[src/rtl/seg7_hex_display.sv]
// Multiplexed 8-digit 7-segment driver showing pc or inst in hex.
// Snapshots the selected value once per scan frame so digits never tear.
module seg7_hex_display #(
  parameter int unsigned SCAN_DIV   = 50000,
  parameter bit          ACTIVE_LOW = 1'b1
) (
  input  logic        clk_in,
  input  logic        reset,
  input  logic [31:0] pc,
  input  logic [31:0] inst,
  input  logic        sel,
  input  logic        freeze,
  input  logic        blank_lz,
  output logic [7:0]  an,
  output logic [7:0]  seg
);

  localparam int unsigned       PCNT_W   = $clog2(SCAN_DIV);
  localparam logic [PCNT_W-1:0] PCNT_MAX = PCNT_W'(SCAN_DIV - 1);
  localparam logic [7:0]        OFF      = ACTIVE_LOW ? 8'hFF : 8'h00;

  logic [PCNT_W-1:0] pcnt;
  logic [2:0]        idx;
  logic [31:0]       val_q;
  logic              load_pending;

  logic              tick_c;
  logic              frame_end_c;
  logic              load_c;
  logic [3:0]        nibble_c;
  logic [31:0]       upper_c;
  logic              blank_c;
  logic              dp_c;
  logic [6:0]        glyph_c;
  logic [7:0]        an_c;
  logic [7:0]        seg_c;

  // Scan timing and snapshot-load qualification
  always_comb begin
    tick_c      = (pcnt == PCNT_MAX);
    frame_end_c = tick_c && (idx == 3'd7);
    load_c      = (load_pending || frame_end_c) && !freeze;
  end

  // Prescaler, digit index and snapshot; freeze also holds a pending initial load
  always_ff @(posedge clk_in) begin
    if (reset) begin
      pcnt         <= '0;
      idx          <= '0;
      val_q        <= '0;
      load_pending <= 1'b1;
    end else begin
      pcnt <= tick_c ? '0 : pcnt + PCNT_W'(1);
      if (tick_c) begin
        idx <= idx + 3'd1;
      end
      if (load_c) begin
        val_q        <= sel ? inst : pc;
        load_pending <= 1'b0;
      end
    end
  end

  // Digit decode in active-high form; polarity applied at the output register
  always_comb begin
    nibble_c = val_q[{idx, 2'b00} +: 4];
    upper_c  = val_q >> {idx, 2'b00};
    blank_c  = blank_lz && (idx != 3'd0) && (upper_c == 32'd0);
    dp_c     = (idx == 3'd4) && !blank_c;
    glyph_c  = 7'h00;
    case (nibble_c)
      4'h0: glyph_c = 7'h3F;
      4'h1: glyph_c = 7'h06;
      4'h2: glyph_c = 7'h5B;
      4'h3: glyph_c = 7'h4F;
      4'h4: glyph_c = 7'h66;
      4'h5: glyph_c = 7'h6D;
      4'h6: glyph_c = 7'h7D;
      4'h7: glyph_c = 7'h07;
      4'h8: glyph_c = 7'h7F;
      4'h9: glyph_c = 7'h6F;
      4'hA: glyph_c = 7'h77;
      4'hB: glyph_c = 7'h7C;
      4'hC: glyph_c = 7'h39;
      4'hD: glyph_c = 7'h5E;
      4'hE: glyph_c = 7'h79;
      4'hF: glyph_c = 7'h71;
      default: glyph_c = 7'h00;
    endcase
    an_c  = blank_c ? 8'h00 : (8'h01 << idx);
    seg_c = blank_c ? 8'h00 : {dp_c, glyph_c};
  end

  always_ff @(posedge clk_in) begin
    if (reset) begin
      an  <= OFF;
      seg <= OFF;
    end else begin
      an  <= an_c ^ OFF;
      seg <= seg_c ^ OFF;
    end
  end

endmodule

[config.mk]
export PLATFORM = sky130hd
export DESIGN_NAME = seg7_hex_display
export DESIGN_NICKNAME = d
export VERILOG_FILES = /design/src/rtl/seg7_hex_display.sv
export SDC_FILE = /design/constraint.sdc
export NUM_CORES = 1
export LEC_CHECK = 0
export CAP_MARGIN = 20
export CORE_UTILIZATION = 31
export CTS_CLUSTER_DIAMETER = 100
export DETAILED_ROUTE_END_ITERATION = 7
export PLACE_DENSITY = 0.55
export SETUP_SLACK_MARGIN = 0.15
export SYNTH_ARGS = -nofsm -noshare
export SYNTH_HDL_FRONTEND = slang
export SYNTH_SLANG_ARGS = --single-unit
[constraint.sdc]
create_clock -name clk_in -period 3.5 [get_ports clk_in]
set_input_delay 0.7 -clock clk_in [delete_from_list [all_inputs] [get_ports clk_in]]
set_output_delay 0.7 -clock clk_in [all_outputs]
set_load 0.01 [all_outputs]
# ---- Word level (Yosys, flattened, before mapping)
# Memories as Yosys holds them, arrays and structs flattened.
# Index checks and enable logic that the tools add are counted.
dict set report word_totals {
  mem_bits_ro 112
  mem_bits_rw 0
  regBits 68
  latch_bits 0
  mem_count 1
}
# memory words width rd rd_ports_with_merged_regs write_ports line
set memory_table {}
lappend memory_table {{(no name shown)} 16 7 1 0 0 71} ;# case (nibble_c)
dict set report classes {
  div 0
  bitwise 2
  mux 3
  n_reduce_logical 11
  shifts 3
  mul 0
  n_addsub 2
  magnitude_cmp 0
  eq_ne 3
}
# op n
set op_table {}
lappend op_table {{logical NOT 32 bit} 1}
lappend op_table {{two-way mux 32 bit} 1}
lappend op_table {{indexed part select 32 x 6 -> 4 bit} 1}
lappend op_table {{right shift 32 x 5 -> 32 bit} 1}
lappend op_table {{adder 16 x 1 -> 16 bit (second input constant)} 1}
lappend op_table {{equality test 16 bit (second input constant)} 1}
lappend op_table {{two-way mux 8 bit} 2}
lappend op_table {{inverter 8 bit} 2}
lappend op_table {{<< shifter 1 x 3 -> 8 bit (first input constant)} 1}
lappend op_table {{equality test 3 bit (second input constant)} 2}
lappend op_table {{logical AND 1 bit} 5}
lappend op_table {{adder 3 x 1 -> 3 bit (second input constant)} 1}
lappend op_table {{nonzero test 3 bit} 1}
lappend op_table {{logical NOT 1 bit} 2}
lappend op_table {{OR reduction 2 bit} 1}
lappend op_table {{logical OR 1 bit} 1}

# ---- Depth between registers and ports, before layout
dict set report logic_depth {
  ltp_word 7
  ltp_mapped 12
}

# ---- Worst setup path after synthesis
# No wires, ideal clock.
dict set report synth_path {
  kind {register -> register}
  startpoint {register idx[0]}
  endpoint {register an[1]}
  stages_incl_launch_ff 13
  synth_period_minus_slack_ns 3.012
  required_time_ns 3.435
  path_buffers 4
  slack_ns 0.488
  arrival_ns 2.946
  cell_sequence {dfxtp_1 buf_6 buf_2 buf_2 mux4_2 mux2i_1 ha_1 o2111ai_1 nor4b_1 a22oi_1 a211o_1 buf_6 nand3_1}
}
dict set report synth_between {
  elab_chain_cells 5
  word_cells_on_any_way 8
  classes_between {shift: 2; mux: 1; bitwise: 1; reduce/logical: 4}
}
# item line
set synth_rtl {}
lappend synth_rtl {{start: declaration} 23} ;# logic [2:0] idx;
lappend synth_rtl {{start signal: assignment} 55} ;# idx <= idx + 3'd1;
lappend synth_rtl {{right shift 32 x 5 -> 32 bit / nonzero test 3 bit (equally long branches)} {67, 68}}
lappend synth_rtl {{logical NOT 32 bit / logical AND 1 bit (equally long branches)} 68} ;# blank_c = blank_lz && (idx != 3'd0) && (upper_c == 32'd0);
lappend synth_rtl {{logical AND 1 bit} 68}
lappend synth_rtl {{two-way mux 8 bit *} 90} ;# an_c = blank_c ? 8'h00 : (8'h01 << idx);
lappend synth_rtl {{inverter 8 bit (no line) *} n/a}
lappend synth_rtl {{end signal: assignment} 99} ;# an <= an_c ^ OFF;
lappend synth_rtl {{end: declaration} 14} ;# output logic [7:0] an,
# Every way passes the cells marked *; elsewhere a longest branch is shown, timed or not.
# A chain may end at the register's enable or synchronous reset.

# ---- Final worst setup path
dict set report layout_path {
  startpoint {register idx[0]}
  endpoint {register seg[2]}
}
dict set report layout_between {
  elab_chain_cells 5
  word_cells_on_any_way 9
  classes_between {shift: 2; mux: 1; bitwise: 1; reduce/logical: 4; memory: 1}
}
# item line
set layout_rtl {}
lappend layout_rtl {{parallel branches: the longest is 3 deep, another holds memory (16 x 7 bit)} n/a}
lappend layout_rtl {{two-way mux 8 bit *} 91} ;# seg_c = blank_c ? 8'h00 : {dp_c, glyph_c};
lappend layout_rtl {{inverter 8 bit (no line) *} n/a}
lappend layout_rtl {{end signal: assignment} 100} ;# seg <= seg_c ^ OFF;
lappend layout_rtl {{end: declaration} 15} ;# output logic [7:0] seg
# Mark *: on every way between the ends.

==> impl_metrics.ini <==
[outcome]
status = completed

[clock_tree]
cts-resized-gates = 0
cts_tree = built
htreeDepth = 3
cts_setup_buffers = 0
clk_pin_slew_worst_paths_ns = 0.06
root_buffer = clkbuf_16
holdBufCountCts = 0
cts_num_sinks = 67
insertion_delay_ns = 0.33
cts_buffer_depth = 2
cts_buffers = 9

[critical_path]
setup.worst_path.end_class = flop
max_stage_delay_ns = 0.64
worstSetupEndpoint = seg[2]
r2r_cells = 8
cp.depth = 8
timing.rr.start = idx[0]
cp_num_buf_inv = 0
crit_chain = mux4_1 -> mux2i_2 -> ha_1 -> o2111ai_1 -> nor4b_2 -> a22oi_1 -> a211o_1 -> o311ai_0
reg2reg_slack_ns = 0.44
critPathRequiredTime_ns = 3.71
timing.rr.end = seg[2]
critical-path-top-delay-family = compound AO/OA/AOI/OAI gates
cp_slowest_cell = mux4_1
crit_start = idx[0]
criticalPathCategory = flop to flop
crit_fanout = 11
arrival_ns = 3.28
start_kind = flop

[sta]
period_needed_ns = 3.063
fin_crit_sh_pct = 87.51
max_freq_mhz = 326.5
final_max_slew_viol_count = 0
worst_pin_slew_ns = 0.9208
fin_ws_ns = 0.4370
fin_tns_setup_ns = 0
hold_violations = 0
finalSetupViolCount = 0
max_slew_margin_pct = 38.62
finClkSkew_ns = 0.006274
rsz0062_at_grt = false

[route]
postRouteAntennaNets = 0
first_iter_violations = 108
drc = 0
wl_mm = 8.585
avgViaCountPerCell = 4.969
wl_per_cell_um = 14.19
vias = 3006
first_pass_iters = 4

[final_layout]
final.fill_count = 1105
final_core_util_pct = 43.80
final_cell_area_um2 = 4811
instances_no_fill = 605
multi_input_area_um2 = 2062
seq_area_um2 = 1341
n_antenna_cell = 0
drive_above_1_share_pct = 7.957
final_nets = 542
area_growth_syn_to_layout_pct = 35.34

[pwr]
peakVddDrop_mv = 0.2351
leakage_nw = 1.887
power_density_nw_per_um2 = 438.7

[synthesis]
synth_edf_count = 0
synth_xor_area_share_pct = 3.203
synthAdderAreaFrac_pct = 4.576
ys_seq_area_share_pct = 37.73
ys_types = 50
synth_area_um2 = 3555
syn_area_per_cell_um2 = 9.209
synth-simple-area-share_pct = 17.00
synth_warnings = 0
ys_ff_latch = 67
synth_top_family_by_area = multiplexers
synth_top_cell_by_area = dfxtp_1
synthCells = 386
synth_compound_area_share_pct = 15.52
async_flop_share_pct = 0
muxShareOfSynthArea_pct = 17.28
synth_top_area_share_pct = 37.73
synthTopCellsByCount = nor2_1 (69), dfxtp_1 (67), a211oi_1 (38)
synth_fp_nets = 468
synth.most_common_cell = nor2_1
synthFlopType = dfxtp_1
synth_area_leaders = dfxtp_1 (38%), mux2i_1 (10%), a211oi_1 (8.0%), nor2_1 (7.3%), ha_1 (4.6%)

[place]
dp.cells = 589
gp_congestion = 0.8387
placed_cell_area_um2 = 4496
hpwl_mm = 6.585
port-buffer-count = 84
place_ws_ns = 0.2749

[floorplanning]
fp-row-count = 38
ios = 85
die_w_um = 109.1
die_y_um = 109.1
start_util_pct = 32.37
coreArea_um2 = 10980
die-area_um2 = 11900

[global_route]
grt_usage_pct = 15.45
grt_start_max_net_pins = 37
grt_pass1_vias = 2845
grt_pass1_wl_mm = 14.09
grt_overflow = 0
grt_antenna_before_repair = 0

[job]
drv_cap = 0

[worst_hold_path]
min_path_type = flop to flop
## registers in the layout (all words and copies together) (netlist names)
name / cells
pcnt: 16
seg: 7
idx: 3
load_pending: 1
val_q: 32
an: 8
## power breakdown
group	total, mW	internal [mW]	switching, mW
Sequential	0.850	0.812	0.0375
Clock	0.912	0.589	0.323
Combinational	0.349	0.193	0.155
## worst min-delay path by stage
stage                     slack [ns]     from  depth (start not counted)  endpoint
after floorplan                 0.41  pcnt[0]                          1   pcnt[0]
after global placement          0.42  pcnt[0]                          1   pcnt[0]
after detailed placement        0.44  pcnt[0]                          1   pcnt[0]
after CTS                       0.45  pcnt[0]                          1   pcnt[0]
after global routing            0.49  pcnt[0]                          1   pcnt[0]
final                           0.45  pcnt[0]                          1   pcnt[0]
## metal layers
metal	GRT usage (%)	wire length, um	up-vias
li1	-	-	1569
met1	20.74	4254	1353
met2	24.30	3866	78
met3	4.005	390	6
met4	4.344	74	0
met5	0	0	-
## through the flow
step           power (mW)  hold WS [ns]
5_1_grt             2.216        0.4894
4_1_cts             2.135        0.4458
3_5_place_dp        1.217        0.4385
6_report            2.111        0.4476
2_1_floorplan       1.053        0.4132
3_3_place_gp        1.213        0.4246
## layout make-up
| class | instances | share of cell area [%] |
|---|---|---|
| sequential | 67 | 27.88 |
| timing repair buffer | 90 | 18.57 |
| clock inverter | 4 | 1.014 |
| clock buffer | 12 | 5.332 |
| tap | 140 | 3.641 |
| inverter | 9 | 0.7022 |
| multi-input combinational | 283 | 42.86 |
## cells in the final DEF (no fill, tap or decap), types with 4 or more instances in the layout
cell type	netlist	final
mux2i_1	36	35
ha_1	13	13
nand2_1	21	21
clkbuf_16	0	9
o21ai_0	7	7
a22oi_1	4	4
mux4_1	4	4
and3_1	6	6
nor4_1	6	6
xor2_1	9	9
buf_4	1	5
nor3_1	6	6
a21oi_1	6	6
mux4_2	6	6
clkdlybuf4s50_1	0	83
inv_1	6	6
nand2b_1	5	5
a211oi_1	38	38
dfxtp_1	67	67
xnor2_1	4	4
nand3_1	10	10
nor2_1	69	69
## cells by family after synthesis
logic type	count (synthesis)
and+or+nand+nor	135
AOI/OAI and AO/OA	75
DFF	67
muxes	47
buffers and inverters	36
xor gates and xnor gates	13
adders and majority gates	13
Note: power is estimated with default switching activity, not from simulation.
